[config.mk]
export PLATFORM = sky130hd
export DESIGN_NAME = memory
export DESIGN_NICKNAME = d
export VERILOG_FILES = /design/src/rtl/memory.sv
export SDC_FILE = /design/constraint.sdc
export NUM_CORES = 2
export LEC_CHECK = 0
export BUFFER_PORTS_ARGS = -buffer_cell sky130_fd_sc_hd__buf_4
export CAP_MARGIN = 25
export CORE_ASPECT_RATIO = 0.7
export CORE_UTILIZATION = 45
export CTS_CLUSTER_DIAMETER = 50
export DETAILED_ROUTE_END_ITERATION = 10
export REMOVE_ABC_BUFFERS = 1
export SKIP_CTS_REPAIR_TIMING = 1
export SYNTH_ARGS = -nofsm -noshare
export SYNTH_HDL_FRONTEND = slang
export SYNTH_SLANG_ARGS = --single-unit
[constraint.sdc]
create_clock -name clk -period 4.5 [get_ports clk]
set_input_delay 1.125 -clock clk [delete_from_list [all_inputs] [get_ports clk]]
set_output_delay 1.125 -clock clk [all_outputs]
set_load 0.01 [all_outputs]
[src/rtl/memory.sv]
// ----------------------------------------------------------------------------
// memory
//   Memory block with a memory address register (MAR) and a memory data
//   register (MDR) in front of a DEPTH x 16 word array.
//
//   - Read data comes straight out of the array, indexed by the low ADDR_W
//     bits of MAR. Addresses therefore wrap modulo DEPTH.
//   - On each rising clk edge, MAR, MDR and the array update independently.
//     Each update uses the values present before the edge.
//   - Reset clears MAR and MDR asynchronously. The array is never cleared.
//
// Ports
//   clk     in   1   rising-edge clock
//   reset   in   1   asynchronous active-low reset (MAR/MDR only)
//   Buss    in  16   system bus, source for MAR and (selMDR=0) MDR
//   ldMAR   in   1   load MAR from Buss
//   ldMDR   in   1   load MDR from rdata (selMDR=1) or Buss (selMDR=0)
//   selMDR  in   1   MDR source select
//   memWE   in   1   write MDR into array[MAR]
//   mdrOut  out 16   current MDR contents
// ----------------------------------------------------------------------------
module memory #(
    parameter int DEPTH  = 256,
    parameter int ADDR_W = 8
) (
    input  logic        clk,
    input  logic        reset,
    input  logic [15:0] Buss,
    input  logic        ldMAR,
    input  logic        ldMDR,
    input  logic        selMDR,
    input  logic        memWE,
    output logic [15:0] mdrOut
);

    logic [15:0] r_mar;
    logic [15:0] r_mdr;

    // The array powers up as all zeros and is deliberately kept out of the
    // reset domain, so stored data survives a reset.
    logic [15:0] r_mem [0:DEPTH-1] = '{default: 16'h0000};

    logic [ADDR_W-1:0] w_addr;
    logic [15:0]       w_rdata;

    assign w_addr  = r_mar[ADDR_W-1:0];
    assign w_rdata = r_mem[w_addr];

    // The upper MAR bits are architecturally present but do not take part in
    // addressing. Folding them into a named sink keeps that explicit.
    generate
        if (ADDR_W < 16) begin : g_mar_hi
            logic w_unused_mar_hi;
            assign w_unused_mar_hi = ^r_mar[15:ADDR_W];
        end
    endgenerate

    always_ff @(posedge clk or negedge reset) begin
        if (!reset) begin
            r_mar <= 16'h0000;
            r_mdr <= 16'h0000;
        end else begin
            if (ldMAR)
                r_mar <= Buss;
            if (ldMDR)
                r_mdr <= selMDR ? w_rdata : Buss;
        end
    end

    // The write is qualified by reset being high on the edge, so a write
    // strobe held through reset is dropped. Because the array is updated
    // non-blocking, a same-edge MDR capture sees the old word, and the write
    // uses the old MAR and MDR values.
    always_ff @(posedge clk) begin
        if (reset && memWE)
            r_mem[w_addr] <= r_mdr;
    end

    assign mdrOut = r_mdr;

endmodule

==> flow_results.org <==
** Run status
- Run status :: finished, violations left
- Violated checks :: slew limit

** CTS
- Cell chosen for the clock root :: clkbuf_16
- Clock tree from TritonCTS :: done
- Maximum buffer depth of the clock tree :: 4
- Clock buffers created by TritonCTS :: 380
- Clk Latency, worst-skew pair :: 950 ps
- CTS H-tree depth :: 5
- For this design, the sink count on the clock tree is roughly 4000.
- Clock-pin slew was measured on the worst setup and hold paths at 70 ps.

** Layout
- Post-route insts no fill :: 12245
- Net count reported at finish :: 7409
- For this run, the share of the core covered by cells in the final layout is a little over half.
- Synth-to-Final Area Change :: 15.0%
- Sequential cell area :: around 0.12 mm2
- Fill cells :: 26376
- Area of the multi-input gates :: about 0.031 mm2
- Cells with a size suffix above 1 make up 32.2% of the layout.

** Worst setup path
- Capturing element of the worst setup path :: mdrOut[6]
- Buf/Inv on CP :: 4
- The critical path runs through a total of 10 cells.
- The critical path starts at r_mar[0].
- Startpoint class of the critical path :: flop
- Critical path data required time :: roughly 5300 ps
- Among cell families on the critical path, the largest total delay comes from compound AO/OA/AOI/OAI gates.
- Slowest library cell on the worst path :: o41ai_1
- The number of cells on the worst reg-to-reg path is 10.
- Critical Setup Path Class :: flop to flop
- Register-to-register path setup slack :: 100 ps
- Crit end category :: flop
- The most numerous cell type found on the critical path is buf_12.
- For this run, the slowest stage of the critical path takes just under 900 ps.
- At the worst endpoint, the arrival time is around 5200 ps.
- Along the worst path, the maximum fanout reaches 22.
- Worst R2R End :: mdrOut[6]
- The startpoint identified for the worst register-to-register timing path is r_mar[0].
- Crit path cell chain :: buf_12, buf_12, buf_12, mux4_2, a22oi_1, a21oi_1, o41ai_1, buf_4, a41o_1, a31oi_1

** Power
- The worst-case IR drop observed on VDD is approximately 0.44 mV.
- Leakage component of the power :: approximately 0.055 uW
- Power spread over the standard cell area amounts to ~470 mW/mm2.

** Synthesis
- During synthesis, Yosys emitted a total of 0 warnings.
- Area leader, netlist :: edfxtp_1
- In this run the cell area of the synthesized design comes to approximately 0.16 mm2.
- Unique masters post-synth :: 40
- In the synthesized netlist, the number of instances is roughly 6700.
- After synthesis the netlist holds a flip-flop and latch count of between 4000 and 5000.
- Synth Flop Type :: edfxtp_1
- Yosys top cell area share :: 78.7%
- After synthesis, flip-flops and latches occupy slightly below 80% of the total area.
- Post-synthesis average cell area :: around 23 um2
- In the synthesized netlist the async set-or-reset flop fraction comes to 0.583%.
- Yosys mapped a number of flops with a built-in enable equal to around 4100.
- Sorting the synthesized cells by area gives the leading types as edfxtp_1 (79%), mux4_2 (15%), a22oi_1 (2.0%).

** Global route
- Entering global routing, the biggest net connects 243 pins.
- The number of global-route vias before repair is about 75000.
- The total overflow left after global routing is 0.
- In the global route stage, overall resource usage came out at about a quarter.
- Number of antenna violations at the first check in global routing :: 31
- The first global-routing pass estimated roughly 600 mm of wire.

** Timing
- Setup repair after global routing left no endpoint under its margin.
- Min Clock Period, post-route :: about 4400 ps
- Maximum achievable frequency :: approximately 230 MHz
- Final period utilization :: between 90% and 100%
- Number of pins exceeding their max-slew limit in the final report :: 96
- Worst hold slack across all endpoints :: 242 ps
- Worst setup skew after layout :: 68.7 ps
- Final setup violation count :: 0
- The number of endpoints with negative hold slack in the final report was 0.
- For the pin with the worst max-slew slack, the measured transition is about 1700 ps.
- The worst pin sits at a relative slew slack of -13.5%.

** Routing
- DRT Pass-1 Iters :: 7
- The count of nets left with antenna violations once routing finished came out at 0.
- Vias after detailed routing :: 77013
- In this run, the number of DRC markers left after iteration 0 of detailed routing was around 11000.
- Number of DRC violations after detailed routing :: 0
- Total routed wirelength :: 426 mm
- In the routed layout, each cell is associated on average with a via count of between 6 and 7.
- DR WL/cell :: around 35 um

** Die
- Number of placement rows :: 180
- Measured along the x axis, the die boundary spans a little over 700 um.
- I/O pin total :: 38
- Die Height :: about 500 um
- In this run the standard cell core region covers roughly 0.34 mm2.
- The die covers 0.350 mm2.
- Initial standard-cell utilization of the core :: around 45%

** Job
- Across the run, the number of max-cap violations was 0.

** Placed design
- Once placement completed, the tool counted placed cells totaling ~12000.
- Dpl hpwl :: around 250 mm
- At the end of routability-driven placement, the weighted congestion stood at between 0.8 and 0.9.
- Port-buffer cells :: 37

** Min path
- Path category of the worst min-delay check :: primary input to asynchronous set/reset pin
-- cells by family after synthesis --
kind of cell / after synthesis / share of synthesized area, %
buf+inv: 426 / 1.14
compound gates: 727 / 3.21
simple gates: 373 / 0.987
mux: 1088 / 15.6
flops: 4120 / 79.1
-- cells in the mapped netlist, types with 2 or more instances --
| library cell | count |
|---|---|
| mux2_2 | 8 |
| mux4_2 | 1074 |
| buf_1 | 39 |
| clkbuf_1 | 269 |
| and2_1 | 3 |
| a31oi_1 | 15 |
| nor2b_1 | 6 |
| a211oi_1 | 2 |
| nor3_1 | 53 |
| o211ai_1 | 2 |
| a22oi_1 | 421 |
| o41ai_1 | 52 |
| nand3_1 | 4 |
| nand2b_1 | 7 |
| buf_4 | 2 |
| mux2i_1 | 6 |
| buf_6 | 4 |
| a21oi_1 | 211 |
| buf_2 | 111 |
| o22ai_1 | 2 |
| nor2_1 | 235 |
| a21boi_0 | 2 |
| nand3b_1 | 2 |
| or2_2 | 3 |
| nand2_1 | 54 |
| a41o_1 | 13 |
| or3_1 | 3 |
| edfxtp_1 | 4096 |
| dfrtp_1 | 24 |
-- per-layer routing --
layer / routed length [um] / vias up / GRT usage [%]
met5: 152 / - / 0
met1: 181000 / 41946 / 37.0
met2: 183000 / 4081 / 33.8
li1: - / 30352 / -
met4: 11200 / 22 / 6.16
met3: 50300 / 612 / 7.05
-- worst min path at each step --
stage              start             to  slack, ps  cells past startpoint
6_report           reset       r_mar[1]        240                      2
5_1_grt            reset       r_mar[1]        230                      2
4_1_cts            reset       r_mar[1]        190                      2
3_5_place_dp   mdrOut[9]  r_mem[177][9]        690                      0
3_3_place_gp   mdrOut[9]  r_mem[178][9]        680                      0
2_1_floorplan   r_mar[6]       r_mar[6]        740                      1
-- report_power, final --
group	total (uW)	switching, uW	internal, uW	leakage [uW]
logic	8230	5500	2740	0.0123
clock network	32700	14200	18500	0.00603
registers	44100	397	43700	0.0370
total	85000	20100	64900	0.0553
-- cell type report --
class / count / share of cell area, %
flip-flops and latches: 4120 / 68.8
repair buffers: 696 / 3.58
diodes: 4 / 0.00557
inverters: 1 / 0.00209
multi-input cells: 2188 / 17.5
well taps: 4550 / 3.17
clock buffers: 457 / 5.54
clock inverters: 229 / 1.37
-- registers in the layout, indices dropped and copies added (netlist names) --
| name | cells |
|---|---|
| mdrOut | 16 |
| r_mar | 8 |
| r_mem | 4096 |
-- layout by cell type (no fill, tap or decap), types with 5 or more instances in the layout --
cell type	synthesis	final
nand2b_1	7	5
nor3_1	53	5
mux2_2	8	8
a31oi_1	15	15
o41ai_2	0	14
clkinvlp_4	0	17
a41o_1	13	13
buf_4	2	597
clkbuf_16	0	387
buf_12	0	89
nor2_2	0	55
nand2_2	0	13
bufinv_16	0	46
dfrtp_4	0	20
a21oi_1	211	211
mux4_2	1074	1074
clkinv_2	0	63
nor2_1	235	179
inv_6	0	11
mux2i_1	6	6
o41ai_1	52	38
buf_16	0	5
clkinv_1	1	80
a22oi_1	421	421
clkbuf_1	269	69
edfxtp_1	4096	4096
nand2_1	54	41
nor3_2	0	48
-- metrics by stage --
step	setup TNS, ps	worst slack, ps	power, uW	instance area (um2)
finish	0	103	85000	180000
global route	0	21.0	87200	180000
CTS	0	89.6	85400	180000
detailed placement	0	137	53100	167000
global placement	-142	-142	52900	167000
floorplan	-	-43670	53800	154000
-- worst reg2reg max path, delay by kind of cell, from the launching register on --
kind | cells | cell delay [ps]
DFF | 1 | 880
AOI/OAI and AO/OA | 5 | 1740
buffers and inverters | 4 | 1060
muxes | 1 | 550
Power figures use the tool's default switching activity.
